$ cat src/rtl/bch_pkg.sv
// Shared definitions for the BCH(63,56) encoder and syndrome path.
// g(x) = x^7 + x^6 + x^2 + 1; BCH_GPOLY holds the low coefficients, x^7 implicit.
// Optional feature macro used by the encoder: BCH_ENC_SERIAL_OUT_EN.
package bch_pkg;

  localparam int BCH_N = 63;
  localparam int BCH_K = 56;
  localparam int BCH_P = 7;

  localparam logic [BCH_P-1:0] BCH_GPOLY = 7'h45;

  // Bit counter width: must hold BCH_K-1 (55).
  localparam int BCH_CNT_W = 6;

  // Encoder control states. PARITY is only visited when serial output is built in.
  typedef enum logic [1:0] {
    IDLE   = 2'd0,
    SHIFT  = 2'd1,
    PARITY = 2'd2,
    DONE   = 2'd3
  } bch_state_t;

endpackage

$ cat src/rtl/bch_lfsr_step.sv
// One clock's worth of division by g(x): takes the current remainder and the
// next message bit, returns the updated remainder. Purely combinational so the
// syndrome path can reuse it with the received bit as d.
module bch_lfsr_step
  import bch_pkg::*;
(
  input  logic [BCH_P-1:0] lfsr,
  input  logic             d,
  output logic [BCH_P-1:0] lfsr_next
);

  // Feedback is the incoming bit plus the coefficient leaving the x^6 stage.
  logic fb;

  assign fb        = d ^ lfsr[BCH_P-1];
  assign lfsr_next = {lfsr[BCH_P-2:0], 1'b0} ^ ({BCH_P{fb}} & BCH_GPOLY);

endmodule

$ cat src/rtl/bch_encoder.sv
// Systematic serial BCH(63,56) encoder. The 56 message bits are clocked,
// MSB first, through a 7-bit remainder register; the result is presented as
// codeword = {msg, parity} with a one-cycle done pulse.
// Optional serial output: define BCH_ENC_SERIAL_OUT_EN to add ser_bit/ser_valid
// and a PARITY phase that streams the 7 parity bits after the message bits.
//
// Handshake: start is only looked at while the FSM is IDLE (busy=0 and not in
// the done cycle); there is no queueing. busy rises on the edge that accepts
// start and falls on the edge that raises done. done is high for exactly one
// cycle and codeword is valid from that cycle until the next done.
module bch_encoder
  import bch_pkg::*;
(
  input  logic             clk,
  input  logic             rst_n,
  input  logic             start,
  input  logic [BCH_K-1:0] msg,
  output logic             busy,
  output logic             done,
  output logic [BCH_N-1:0] codeword,
`ifdef BCH_ENC_SERIAL_OUT_EN
  output logic             ser_bit,
  output logic             ser_valid,
`endif
  output bch_state_t       dbg_state
);

  bch_state_t             state;
  logic [BCH_K-1:0]       msg_q;
  logic [BCH_P-1:0]       lfsr;
  logic [BCH_P-1:0]       lfsr_next;
  logic [BCH_CNT_W-1:0]   cnt;
  logic                   d;

  // Current message bit: cnt walks from BCH_K-1 down to 0, so msg[55] goes first.
  assign d         = msg_q[cnt];
  assign dbg_state = state;

  bch_lfsr_step u_step (
    .lfsr      (lfsr),
    .d         (d),
    .lfsr_next (lfsr_next)
  );

  // Control FSM, remainder register and all registered outputs.
  always_ff @(posedge clk or negedge rst_n) begin
    if (!rst_n) begin
      state     <= IDLE;
      msg_q     <= '0;
      lfsr      <= '0;
      cnt       <= '0;
      busy      <= 1'b0;
      done      <= 1'b0;
      codeword  <= '0;
`ifdef BCH_ENC_SERIAL_OUT_EN
      ser_bit   <= 1'b0;
      ser_valid <= 1'b0;
`endif
    end else begin
      done      <= 1'b0;
`ifdef BCH_ENC_SERIAL_OUT_EN
      ser_bit   <= 1'b0;
      ser_valid <= 1'b0;
`endif
      case (state)
        IDLE: begin
          if (start) begin
            msg_q <= msg;
            lfsr  <= '0;
            cnt   <= BCH_CNT_W'(BCH_K - 1);
            busy  <= 1'b1;
            state <= SHIFT;
          end
        end

        SHIFT: begin
          lfsr <= lfsr_next;
`ifdef BCH_ENC_SERIAL_OUT_EN
          ser_bit   <= d;
          ser_valid <= 1'b1;
`endif
          if (cnt == '0) begin
`ifdef BCH_ENC_SERIAL_OUT_EN
            // Remainder is final; reuse cnt to index parity bits 6..0.
            cnt   <= BCH_CNT_W'(BCH_P - 1);
            state <= PARITY;
`else
            codeword <= {msg_q, lfsr_next};
            done     <= 1'b1;
            busy     <= 1'b0;
            state    <= DONE;
`endif
          end else begin
            cnt <= cnt - 1'b1;
          end
        end

`ifdef BCH_ENC_SERIAL_OUT_EN
        PARITY: begin
          // lfsr is left untouched so the parallel codeword can still use it.
          ser_bit   <= lfsr[cnt[2:0]];
          ser_valid <= 1'b1;
          if (cnt == '0) begin
            codeword <= {msg_q, lfsr};
            done     <= 1'b1;
            busy     <= 1'b0;
            state    <= DONE;
          end else begin
            cnt <= cnt - 1'b1;
          end
        end
`endif

        DONE: begin
          // start is deliberately not sampled here.
          state <= IDLE;
        end

        default: begin
          state <= IDLE;
        end
      endcase
    end
  end

endmodule

$ cat config.mk
export PLATFORM = sky130hd
export DESIGN_NAME = bch_encoder
export DESIGN_NICKNAME = d
export VERILOG_FILES = /design/src/rtl/bch_pkg.sv /design/src/rtl/bch_lfsr_step.sv /design/src/rtl/bch_encoder.sv
export SDC_FILE = /design/constraint.sdc
export NUM_CORES = 1
export LEC_CHECK = 0
export BUFFER_PORTS_ARGS = -buffer_cell sky130_fd_sc_hd__buf_2
export CORE_AREA = 2 2 103 115
export DETAILED_ROUTE_END_ITERATION = 10
export DIE_AREA = 0 0 105 117
export PLACE_DENSITY = 0.76
export SETUP_SLACK_MARGIN = 0.5
export SYNTH_ARGS = -nofsm -noshare
export SYNTH_HDL_FRONTEND = slang
export SYNTH_HIERARCHICAL = 1
export SYNTH_SLANG_ARGS = --single-unit
$ cat constraint.sdc
create_clock -name clk -period 3.7 [get_ports clk]
set_input_delay 0.185 -clock clk [delete_from_list [all_inputs] [get_ports clk]]
set_output_delay 0.185 -clock clk [all_outputs]
set_load 0.05 [all_outputs]
## After elaboration in Yosys (flattened, before gate mapping)

Index checks and enable logic that the tools add are counted.
Widths: inputs -> output; s select.

- Register bits: 136
- Input bits: 59
- Output and inout bits: 67
- Logic and storage cells: 39

- Add/sub/neg operators: 1
- Magnitude comparators: 1
- Equality and inequality tests: 4
- Multiplexer cells: 15
- Bitwise gates (word level): 2
- Reduce and logical (&&, ||, !) cells: 9

Operator list:

| kind | count |
|---|---|
| $pmux 7 s2 | 1 |
| $mux 6 | 2 |
| $pmux 6 s2 | 1 |
| $reduce_and 2->1 | 4 |
| $lt 6x7->1 const B | 1 |
| $mux 7 | 1 |
| $xor 7x7->7 | 1 |
| $bmux 1 s6 | 1 |
| $logic_not 6->1 | 1 |
| $ne 2x2->1 const B | 3 |
| $reduce_and 3->1 | 2 |
| $sub 6x1->6 const B | 1 |
| $mux 1 | 5 |
| $mux 2 | 2 |
| $pmux 2 s2 | 1 |
| $eq 2x1->1 const B | 1 |
| $logic_not 2->1 | 1 |
| $pmux 1 s2 | 1 |
| $reduce_bool 2->1 | 1 |
| $xor 1x1->1 | 1 |

## Longest topological paths before layout

Gate-level depths: netlist of run 1.

- Depth in word-level cells: 5
- Depth in mapped cells: 10
- Gate-level depth less buffers: 6

## Cells and area by module

Netlist of run 1, hierarchy kept.

Modules (own cells, without submodules):

| module | times used | cells an instance | area each (um^2) | seq. area each (um^2) |
|---|---|---|---|---|
| bch_encoder | 1 | 464 | 5826.8 | 3403.3 |
| bch_lfsr_step | 1 | 8 | 93.8 | 0.0 |

## Least setup slack after synthesis of run 1

Ideal clock, no wire load.

- Path kind: register -> register
- From: register cnt[0]
- To: register codeword[2]
- Library setup time: 0.125 ns
- Data arrival time: 2.725 ns
- Required time: 3.575 ns
- Setup slack: 0.850 ns
- Cell stages (with the launch flop): 9
- Path buffers: 2
- Period minus slack after synthesis: 2.850 ns
- Path through: dfrtp_1 -> buf_4 -> buf_4 -> mux4_2 -> mux2i_1 -> mux4_2 -> a211oi_1 -> xor3_1 -> mux2_4

- Cells in the longest elaborated chain, start to end: 4
- Elaborated cells between the ends (all ways): 6
- Classes of those cells: 2 x mux; 2 x bitwise; 2 x reduce/logical

RTL lines:

| element | RTL line | text |
|---|---|---|
| start, declared | bch_encoder.sv:32 | `logic [BCH_CNT_W-1:0] cnt;` |
| start signal, assigned | bch_encoder.sv:70 | `cnt <= BCH_CNT_W'(BCH_K - 1);` |
| start signal, assigned | bch_encoder.sv:94 | `cnt <= cnt - 1'b1;` |
| $bmux 1 s6 | bch_encoder.sv:36 | `assign d = msg_q[cnt];` |
| $mux 1 (not written as such) | bch_encoder.sv:36 |  |
| named net d | bch_encoder.sv:33 | `logic d;` |
| $xor 1x1->1 | bch_lfsr_step.sv:15 | `assign fb = d ^ lfsr[BCH_P-1];` |
| $xor 7x7->7 | bch_lfsr_step.sv:16 | `assign lfsr_next = {lfsr[BCH_P-2:0], 1'b0} ^ ({BCH_P{fb}} & BCH_GPOLY);` |
| named net lfsr_next[2] | bch_encoder.sv:31 | `logic [BCH_P-1:0] lfsr_next;` |
| end signal, assigned | bch_encoder.sv:88 | `codeword <= {msg_q, lfsr_next};` |
| end, declared | bch_encoder.sv:20 | `output logic [BCH_N-1:0] codeword,` |

The timed path passes the listed nets, and every way through them passes these cells. The select of a mux whose other input is x is not followed.
A chain may end at the register's enable or synchronous reset.

## Worst setup path in the final report of run 1

- From: register cnt[1]
- To: register codeword[6]

The elaborated chain is that of the path after synthesis.

==> results.py, run 1 <==
metrics = {
    "placement": {
        "portBuffers": 125,
        "placed_cells": 718,
        "hpwl_mm": 8.106,
        "gp_congestion": 0.7774,
    },
    "floorplanning": {
        "rows": 41,
        "dieHeight_um": 117,
        "io_pins": 126,
        "die_w_um": 105,
        "die-area_mm2": 0.01229,
        "core_area_mm2": 0.01118,
        "start_util_pct": 52.94,
    },
    "cts": {
        "clkTransAtPathRegs_ps": 60,
        "htree_levels": 4,
        "clk_path_buf_depth": 2,
        "cts_made_buffers": 17,
        "cts-root-buf": "clkbuf_16",
        "clock_sinks": 136,
        "clk_latency_ps": 410,
        "post_cts.repair.setup_buffers": 0,
        "tritoncts": "done",
    },
    "synth": {
        "synth_seq_cells": 136,
        "syn_nets": 533,
        "synth_area_leaders": "dfrtp_1, mux2_4, nand2_1, mux4_2, mux2_2",
        "synth.top_cell.area_share_pct": 57.48,
        "synth_edf_count": 0,
        "seq_area_frac_synth_pct": 57.48,
        "synth_top_area_cell": "dfrtp_1",
        "syn_inst": 472,
        "syn-cell-area_mm2": 0.005921,
        "syn_area_per_cell_um2": 12.54,
        "ys_async_sr_fraction_pct": 100.0,
        "synth_cell_types": 37,
        "ys.flop_type": "dfrtp_1",
        "yosys_warnings": 6,
    },
    "sta": {
        "finalCritPeriodShare_pct": 77.80,
        "finClkSkew_ps": 12.66,
        "worst_pin_slew_ps": 1180,
        "finalCriticalPeriod_ps": 2878,
        "setup_viol": 0,
        "max_freq_mhz": 347.4,
        "rsz0062_at_grt": "false",
        "max-slew-margin-rel_pct": 21.35,
        "report.final.slew_viol_count": 0,
        "hold_viol": 0,
        "setup_tns_ps": 0,
    },
    "final_layout": {
        "drive_gt1_share_pct": 37.61,
        "synthToLayoutAreaGrowth_pct": 30.90,
        "fillCellCount": 783,
        "n_antenna_cell": 0,
        "final_cells": 804,
        "finalNetCount": 703,
    },
    "status": {
        "status": "completed",
    },
    "routing": {
        "finalWirelength_mm": 13.48,
        "drcViolationCount": 0,
        "drtPass1Iterations": 4,
        "route.antenna.remaining_nets": 0,
        "drt_iter0_drc": 261,
        "viasPerCell": 5.187,
        "vias": 4170,
        "wl_per_cell_um": 16.76,
    },
    "worst_setup_path": {
        "setup.worst_path.end_class": "flop",
        "r2r-start": "cnt[1]",
        "required_ps": 3990,
        "critPathLaunchType": "flop",
        "r2r_cells": 6,
        "r2r_end": "codeword[6]",
        "crit_type": "reg -> reg",
        "r2r_setup_slack_ps": 820,
        "critPathMaxFanout": 14,
        "cp.arrival_ps": 3160,
    },
    "global_routing": {
        "grt_overflow_total": 0,
        "grt_pass1_wl_mm": 22.09,
        "antenna_found_initial": 0,
        "grtUsageTotal_pct": 23.22,
        "grt_pass1_vias": 4265,
        "grt_start_max_net_pins": 117,
    },
    "hold_path": {
        "min_path_cells": 3,
        "hp-start": "msg[45]",
        "hold_class": "in -> reg",
        "worstHoldEndpoint": "msg_q[45]",
    },
    "pwr": {
        "power.density_mw_per_mm2": 1032,
        "p_leak_nw": 4.195,
        "irDropWorstVdd_uv": 578.3,
    },
    "job": {
        "cap_violations": 0,
    },
}
==> through the flow <==
step                hold WS (ps)  power, mW  util (%)  setup WS, ps  instance area [um^2]
finish                     12.75      8.001     69.30         821.5                  7750
global route               20.23      8.417     69.30         699.2                  7750
CTS                        3.676      8.028     69.25         585.9                  7745
detailed placement         378.8      6.197     58.82         456.5                  6578
global placement           374.9      6.090     58.82         582.1                  6578
floorplan                 -110.6      5.448         -         849.8                  5921
==> what timing repair did <==
action / CTS / global route
hold buffers: 55 / 0
setup endpoints to repair: 3 / 2
gates resized for setup: 1 / 1
endpoints found under the hold margin: 169 / 0
cloned: 0 / 0
pin swaps: 0 / 0
==> worst max path at each step <==
stage	startpoint	end	slack [ps]
after floorplan	cnt[0]	codeword[2]	850
after global placement	cnt[0]	codeword[2]	580
after detailed placement	cnt[0]	codeword[6]	460
after CTS	cnt[1]	codeword[6]	590
after global routing	cnt[1]	codeword[62]	700
final	cnt[1]	codeword[6]	820
==> layout by cell type (no fill, tap or decap), drive strengths merged, types with 2 or more instances in the layout <==
cell,count
nand2,169
dfrtp,136
buf,128
mux2,63
dlygate4sd3,55
clkbuf,23
mux4,15
a22o,7
inv,6
mux2i,6
clkinv,4
nor2,3
o31ai,3
or2,3
bufinv,3
or3,3
o211a,2
or4,2
nand3,2
o21ai,2
ha,2
xor3,2
==> logic make-up (layout without fill, tap and decap cells) <==
family | Yosys count | in the layout | share of synthesized area (%)
compound gates | 21 | 21 | 2.959
buf+inv | 38 | 220 | 3.656
fa+ha+maj | 2 | 2 | 0.4226
simple gates | 187 | 187 | 12.64
flops | 136 | 136 | 57.48
mux | 84 | 84 | 21.75
xor+xnor | 4 | 4 | 1.099
==> registers in the layout, summed over array words and instances (netlist names) <==
register,count
busy,1
lfsr,7
codeword,63
dbg_state,2
msg_q,56
done,1
cnt,6
==> critical path, cell delays in order, from the launching register on <==
cell	delay, ps
dfrtp_1	720
mux4_2	330
mux2i_1	70
mux4_2	490
a211oi_2	420
xor3_1	430
mux2_4	290
==> power breakdown <==
part | switching (mW) | internal (mW)
Sequential | 0.650 | 2.21
Combinational | 1.99 | 1.41
Clock | 0.595 | 1.14
==> Yosys cell counts, types with 6 or more instances <==
cell type	instances
nand2_1	169
clkbuf_1	16
dfrtp_1	136
a22o_1	7
mux2_2	15
buf_4	7
buf_6	6
mux2_4	48
inv_1	6
mux4_2	15
mux2i_1	6
==> layout make-up <==
type                            instances  area, um^2  share of cell area (%)
Clock inverter                          8       117.6                   1.518
Timing Repair Buffer                  183        1205                   15.55
Sequential cell                       136        3405                   43.93
Clock buffer                           23       498.0                   6.426
Multi-Input combinational cell        298        2315                   29.87
Inverter                                6       22.52                  0.2906
Tap cell                              150       187.7                   2.422
==> metal layers <==
metal,GRT usage (%),share of wire (%)
met3,5.316,3.6
met4,9.333,2.2
met5,0,0
met1,30.25,43
met2,38.35,51
Power figures use the tool's default switching activity.
==> inputs of run 2 (changes only) <==
- clock period: 3.7 -> 2.7 ns (I/O delays scaled with it)
==> run 2 against run 1 <==
Compared with the run above: global-route usage grew 0.55 points; sequential power grew 35%; clock skew is 3.5 ps higher; via count rose by 3.8%; first-iteration DRC count increased by 18%; critical path depth rose by 1; non-clock buffer count is 20 higher; sequential share of layout area is 1.4 points lower; routed wire length rose by 9.1%; largest power group unchanged.
==> results.py, run 2 (synthesized netlist as in run 1, its figures left out) <==
metrics = {
    "status": {
        "status": "completed",
    },
    "worst_setup_path": {
        "critPathMaxFanout": 4,
        "r2r-start": "cnt[0]",
        "crit_chain": "buf_6, mux4_2, mux2i_1, mux4_2, a211oi_4, xor3_1, mux2_4",
        "required_ps": 3000,
        "crit_start": "cnt[0]",
        "r2r_cells": 7,
        "cpMostUsedCell": "mux4_2",
        "setup.worst_path.end": "codeword[6]",
        "slowest_delay_ps": 520,
        "critPathLaunchType": "flop",
        "cpMaxStageDelayCell": "mux4_2",
        "r2r_end": "codeword[6]",
        "setup.worst_path.end_class": "flop",
        "r2r_setup_slack_ps": 230,
        "cp.arrival_ps": 2770,
        "crit_type": "reg -> reg",
    },
    "pwr": {
        "power.density_mw_per_mm2": 1369,
        "irDropWorstVdd_uv": 676.8,
        "total_power_mw": 10.95,
        "p_leak_nw": 4.321,
    },
    "routing": {
        "drt_iter0_drc": 309,
        "vias": 4327,
        "viasPerCell": 5.258,
        "drtPass1Iterations": 5,
        "drcViolationCount": 0,
        "wl_per_cell_um": 17.87,
        "route.antenna.remaining_nets": 0,
        "finalWirelength_mm": 14.71,
    },
    "global_routing": {
        "antenna_found_initial": 0,
        "grtUsageTotal_pct": 23.77,
        "grt_pass1_vias": 4419,
        "grt_overflow_total": 0,
        "grt_start_max_net_pins": 76,
        "grt_pass1_wl_mm": 22.50,
    },
    "final_layout": {
        "drive_gt1_share_pct": 38.93,
        "regMostFlops": "codeword",
        "final_cells": 823,
        "largest_reg_flops": 63,
        "n_antenna_cell": 0,
        "finalNetCount": 724,
        "reg_top3": "codeword (63), msg_q (56), lfsr (7)",
        "final_cell_mix": "nand2_1, dfrtp_1, buf_2, dlygate4sd3_1, mux2_4",
        "final_common_cell": "nand2_1",
        "synthToLayoutAreaGrowth_pct": 35.10,
    },
    "floorplanning": {
        "io_pins": 126,
        "dieHeight_um": 117,
        "core_area_mm2": 0.01118,
        "rows": 41,
        "start_util_pct": 52.94,
        "die_w_um": 105,
        "die-area_mm2": 0.01229,
    },
    "hold_path": {
        "hold_class": "in -> reg",
        "hp-start": "start",
    },
    "sta": {
        "max-slew-margin-rel_pct": 27.01,
        "report.final.slew_viol_count": 0,
        "setup_tns_ps": 0,
        "worst_pin_slew_ps": 1091,
        "finClkSkew_ps": 16.15,
        "rsz0062_at_grt": "true",
        "finalCriticalPeriod_ps": 2466,
        "finalCritPeriodShare_pct": 91.32,
        "hold_viol": 0,
        "max_freq_mhz": 405.6,
        "setup_viol": 0,
    },
    "cts": {
        "clock_sinks": 136,
        "tritoncts": "done",
        "cts_made_buffers": 17,
        "clk_latency_ps": 420,
        "cts-root-buf": "clkbuf_16",
        "htree_levels": 4,
        "clkTransAtPathRegs_ps": 60,
        "clk_path_buf_depth": 2,
    },
    "job": {
        "cap_violations": 0,
    },
    "placement": {
        "placed_cells": 727,
        "portBuffers": 125,
        "gp_congestion": 0.7789,
        "hpwl_mm": 8.421,
    },
}
==> run 2: repair_timing <==
item | in CTS | in global routing
gates cloned | 0 | 7
endpoints found under the hold margin | 130 | 0
setup endpoints to repair | 66 | 71
setup buffers | 1 | 2
resized for setup | 1 | 7
pin swaps | 0 | 1
hold buffers | 57 | 0
==> run 2: layout make-up <==
type	count	area [um^2]
fillers	765	3184
well taps	150	187.7
inverters	6	22.52
clock inverters	4	20.02
flip-flops and latches	136	3405
multi-input cells	299	2357
clock buffers	25	495.5
repair buffers	203	1511
==> run 2: stage by stage <==
| stage | hold slack (ps) | utilization (%) | instance area (um^2) | setup WS, ps |
|---|---|---|---|---|
| 6_report | 294.7 | 71.53 | 7999 | 234.4 |
| 5_1_grt | 321.3 | 71.53 | 7999 | 184.6 |
| 4_1_cts | 227.7 | 69.90 | 7818 | 266.7 |
| 3_5_place_dp | 203.1 | 60.09 | 6720 | 246.6 |
| 3_3_place_gp | 194.3 | 60.09 | 6720 | 306.5 |
| 2_1_floorplan | -160.6 | - | 5978 | 280.4 |
==> run 2: worst max-delay path: cells and delay by family (launching register included) <==
family / cells / cell delay, ps
flip-flops: 1 / 410
AO/OA/AOI/OAI: 1 / 270
multiplexers: 4 / 1250
buffers and inverters: 1 / 150
XOR/XNOR: 1 / 290
==> run 2: how the worst min path moves through the flow <==
stage,endpoint,cells after the start
final,lfsr[1],3
after global routing,lfsr[0],3
after CTS,dbg_state[0],3
after detailed placement,msg_q[22],1
after global placement,codeword[29],1
after floorplan,busy,0
==> run 2: metal layers <==
layer / track usage [%] / part of all wire (%) / vias up
met1: 29.81 / 41 / 2209
li1: - / - / 1966
met3: 5.316 / 3.8 / 29
met5: 0 / 0 / -
met4: 8.178 / 2.0 / 0
met2: 41.39 / 53 / 123
==> run 2: power by group <==
part | total [mW] | internal [mW] | switching [mW]
registers | 3.85 | 3.03 | 0.821
clock network | 2.06 | 1.25 | 0.807
logic | 5.05 | 2.09 | 2.95
==> inputs of run 3 (changes only) <==
- PLACE_DENSITY: 0.76 -> unset
- PLACE_DENSITY_LB_ADDON: unset -> 0.08
- SETUP_SLACK_MARGIN: 0.5 -> 0.15
==> run 3 against run 2 <==
Compared with the run above: clock skew down 2.1 ps; worst setup slack got worse by 16 ps; flip-flop and latch count unchanged; largest power group unchanged.
==> results.py, run 3 (synthesized netlist as in run 1, its figures left out) <==
metrics = {
    "placement": {
        "gp_congestion": 0.7892,
        "portBuffers": 125,
        "hpwl_mm": 8.345,
    },
    "global_routing": {
        "grt_pass1_wl_mm": 21.92,
        "antenna_found_initial": 0,
        "grt_overflow_total": 0,
        "grt_start_max_net_pins": 70,
        "grtUsageTotal_pct": 23.12,
        "grt_pass1_vias": 4322,
    },
    "floorplanning": {
        "die-area_mm2": 0.01229,
        "rows": 41,
        "core_area_mm2": 0.01118,
        "dieHeight_um": 117,
        "die_w_um": 105,
        "start_util_pct": 52.94,
        "io_pins": 126,
    },
    "routing": {
        "route.antenna.remaining_nets": 0,
        "drcViolationCount": 0,
        "finalWirelength_mm": 13.03,
        "drt_iter0_drc": 207,
        "drtPass1Iterations": 4,
        "wl_per_cell_um": 15.94,
        "vias": 4100,
        "viasPerCell": 5.018,
    },
    "sta": {
        "max_freq_mhz": 403.0,
        "hold_viol": 0,
        "worst_pin_slew_ps": 715.7,
        "finClkSkew_ps": 14.00,
        "finalCriticalPeriod_ps": 2481,
        "finalCritPeriodShare_pct": 91.90,
        "max-slew-margin-rel_pct": 52.19,
        "setup_tns_ps": 0,
        "report.final.slew_viol_count": 0,
        "rsz0062_at_grt": "true",
        "setup_viol": 0,
    },
    "pwr": {
        "power.density_mw_per_mm2": 1362,
        "p_leak_nw": 4.222,
        "irDropWorstVdd_uv": 725.0,
    },
    "worst_setup_path": {
        "cpMaxStageDelayCell": "mux4_2",
        "required_ps": 3000,
        "cpMostUsedCell": "mux4_2",
        "cp.arrival_ps": 2780,
        "critPathLaunchType": "flop",
        "slowest_delay_ps": 520,
        "crit_chain": "buf_4, mux4_2, mux2i_1, mux4_2, a211oi_4, xor3_1, mux2_4",
        "critPathMaxFanout": 6,
        "cp_num_buf_inv": 1,
        "cpLargestDelayFamily": "multiplexers",
        "crit_type": "reg -> reg",
        "setup.worst_path.end_class": "flop",
    },
    "final_layout": {
        "finalNetCount": 717,
        "final_util_pct": 69.81,
        "drive_gt1_share_pct": 38.08,
        "final_cell_mix": "nand2_1, dfrtp_1, buf_2, dlygate4sd3_1, mux2_4",
        "largest_reg_flops": 63,
        "fillCellCount": 850,
        "synthToLayoutAreaGrowth_pct": 31.87,
        "reg_top3": "codeword (63), msg_q (56), lfsr (7)",
        "regMostFlops": "codeword",
        "final_common_cell": "nand2_1",
        "n_antenna_cell": 0,
    },
    "cts": {
        "clk_path_buf_depth": 2,
        "tritoncts": "done",
        "post_cts.repair.setup_buffers": 0,
        "clock_sinks": 136,
        "clk_latency_ps": 410,
        "cts_made_buffers": 17,
        "htree_levels": 4,
        "clkTransAtPathRegs_ps": 60,
        "cts-root-buf": "clkbuf_16",
    },
    "status": {
        "status": "completed",
    },
    "hold_path": {
        "hold_class": "in -> reg",
    },
    "job": {
        "cap_violations": 0,
    },
}
run 3: cell count changes in the layout (fill, tap and decap cells not counted), sizes merged:
cell,delta
buf,-2
clkinvlp,+3
or3,-1
clkbuf,-7
clkinv,+1
run 3: worst min-delay path, cell delays in order:
cell and delay, ps:
buf_2 120, o21bai_1 70, buf_4 160, inv_1 100
run 3: report_power, final:
group          total (mW)  internal [mW]  switching [mW]
sequential           3.81           3.03           0.788
clock                2.02           1.20           0.814
combinational        4.81           2.00            2.81
run 3: per-stage QoR:
step / hold WS (ps) / std cells / power, mW / setup WS [ps] / instance area [um^2]
after global routing: 245.7 / 817 / 11.28 / 109.0 / 7807
after detailed placement: 183.5 / 730 / 8.596 / 189.5 / 6718
after global placement: 174.9 / 730 / 8.465 / 240.8 / 6718
after CTS: 215.4 / 817 / 10.71 / 179.1 / 7804
final: 233.5 / 817 / 10.64 / 218.8 / 7807
after floorplan: -160.6 / 472 / 7.491 / 207.6 / 5933
run 3: final cells by class:
class	instances	area, um^2	area share (%)
sequential	136	3403	43.59
timing repair buffer	197	1356	17.37
tap	150	187.7	2.404
clock inverter	8	51.30	0.6571
inverter	6	22.52	0.2885
clock buffer	22	464.2	5.946
multi-input combinational	298	2322	29.74
run 3: metal layers:
layer	part of all wire [%]	GRT usage, %	vias up
met5	0	0	-
li1	-	-	1950
met2	50	37.88	103
met3	3.4	5.759	13
met4	1.2	7.200	0
met1	45	30.95	2034
run 3: path summary, 6_finish.rpt:
check                           from            to  slack [ps]  cells after the start
max reg2reg                   cnt[0]   codeword[2]         220                      7
max                           cnt[0]   codeword[2]         220                      7
min reg2reg                msg_q[30]     msg_q[30]         490                      2
min                            start  dbg_state[0]         230                      4
min in group asynchronous      rst_n     msg_q[12]         290                      2
max in group asynchronous      rst_n     msg_q[54]        1520                      3
run 3: what timing repair did:
item / 4_1_cts / 5_1_grt
endpoints found under the setup margin: 0 / 3
endpoints found under the hold margin: 122 / 0
hold buffers: 57 / 0
resized for setup: 0 / 1
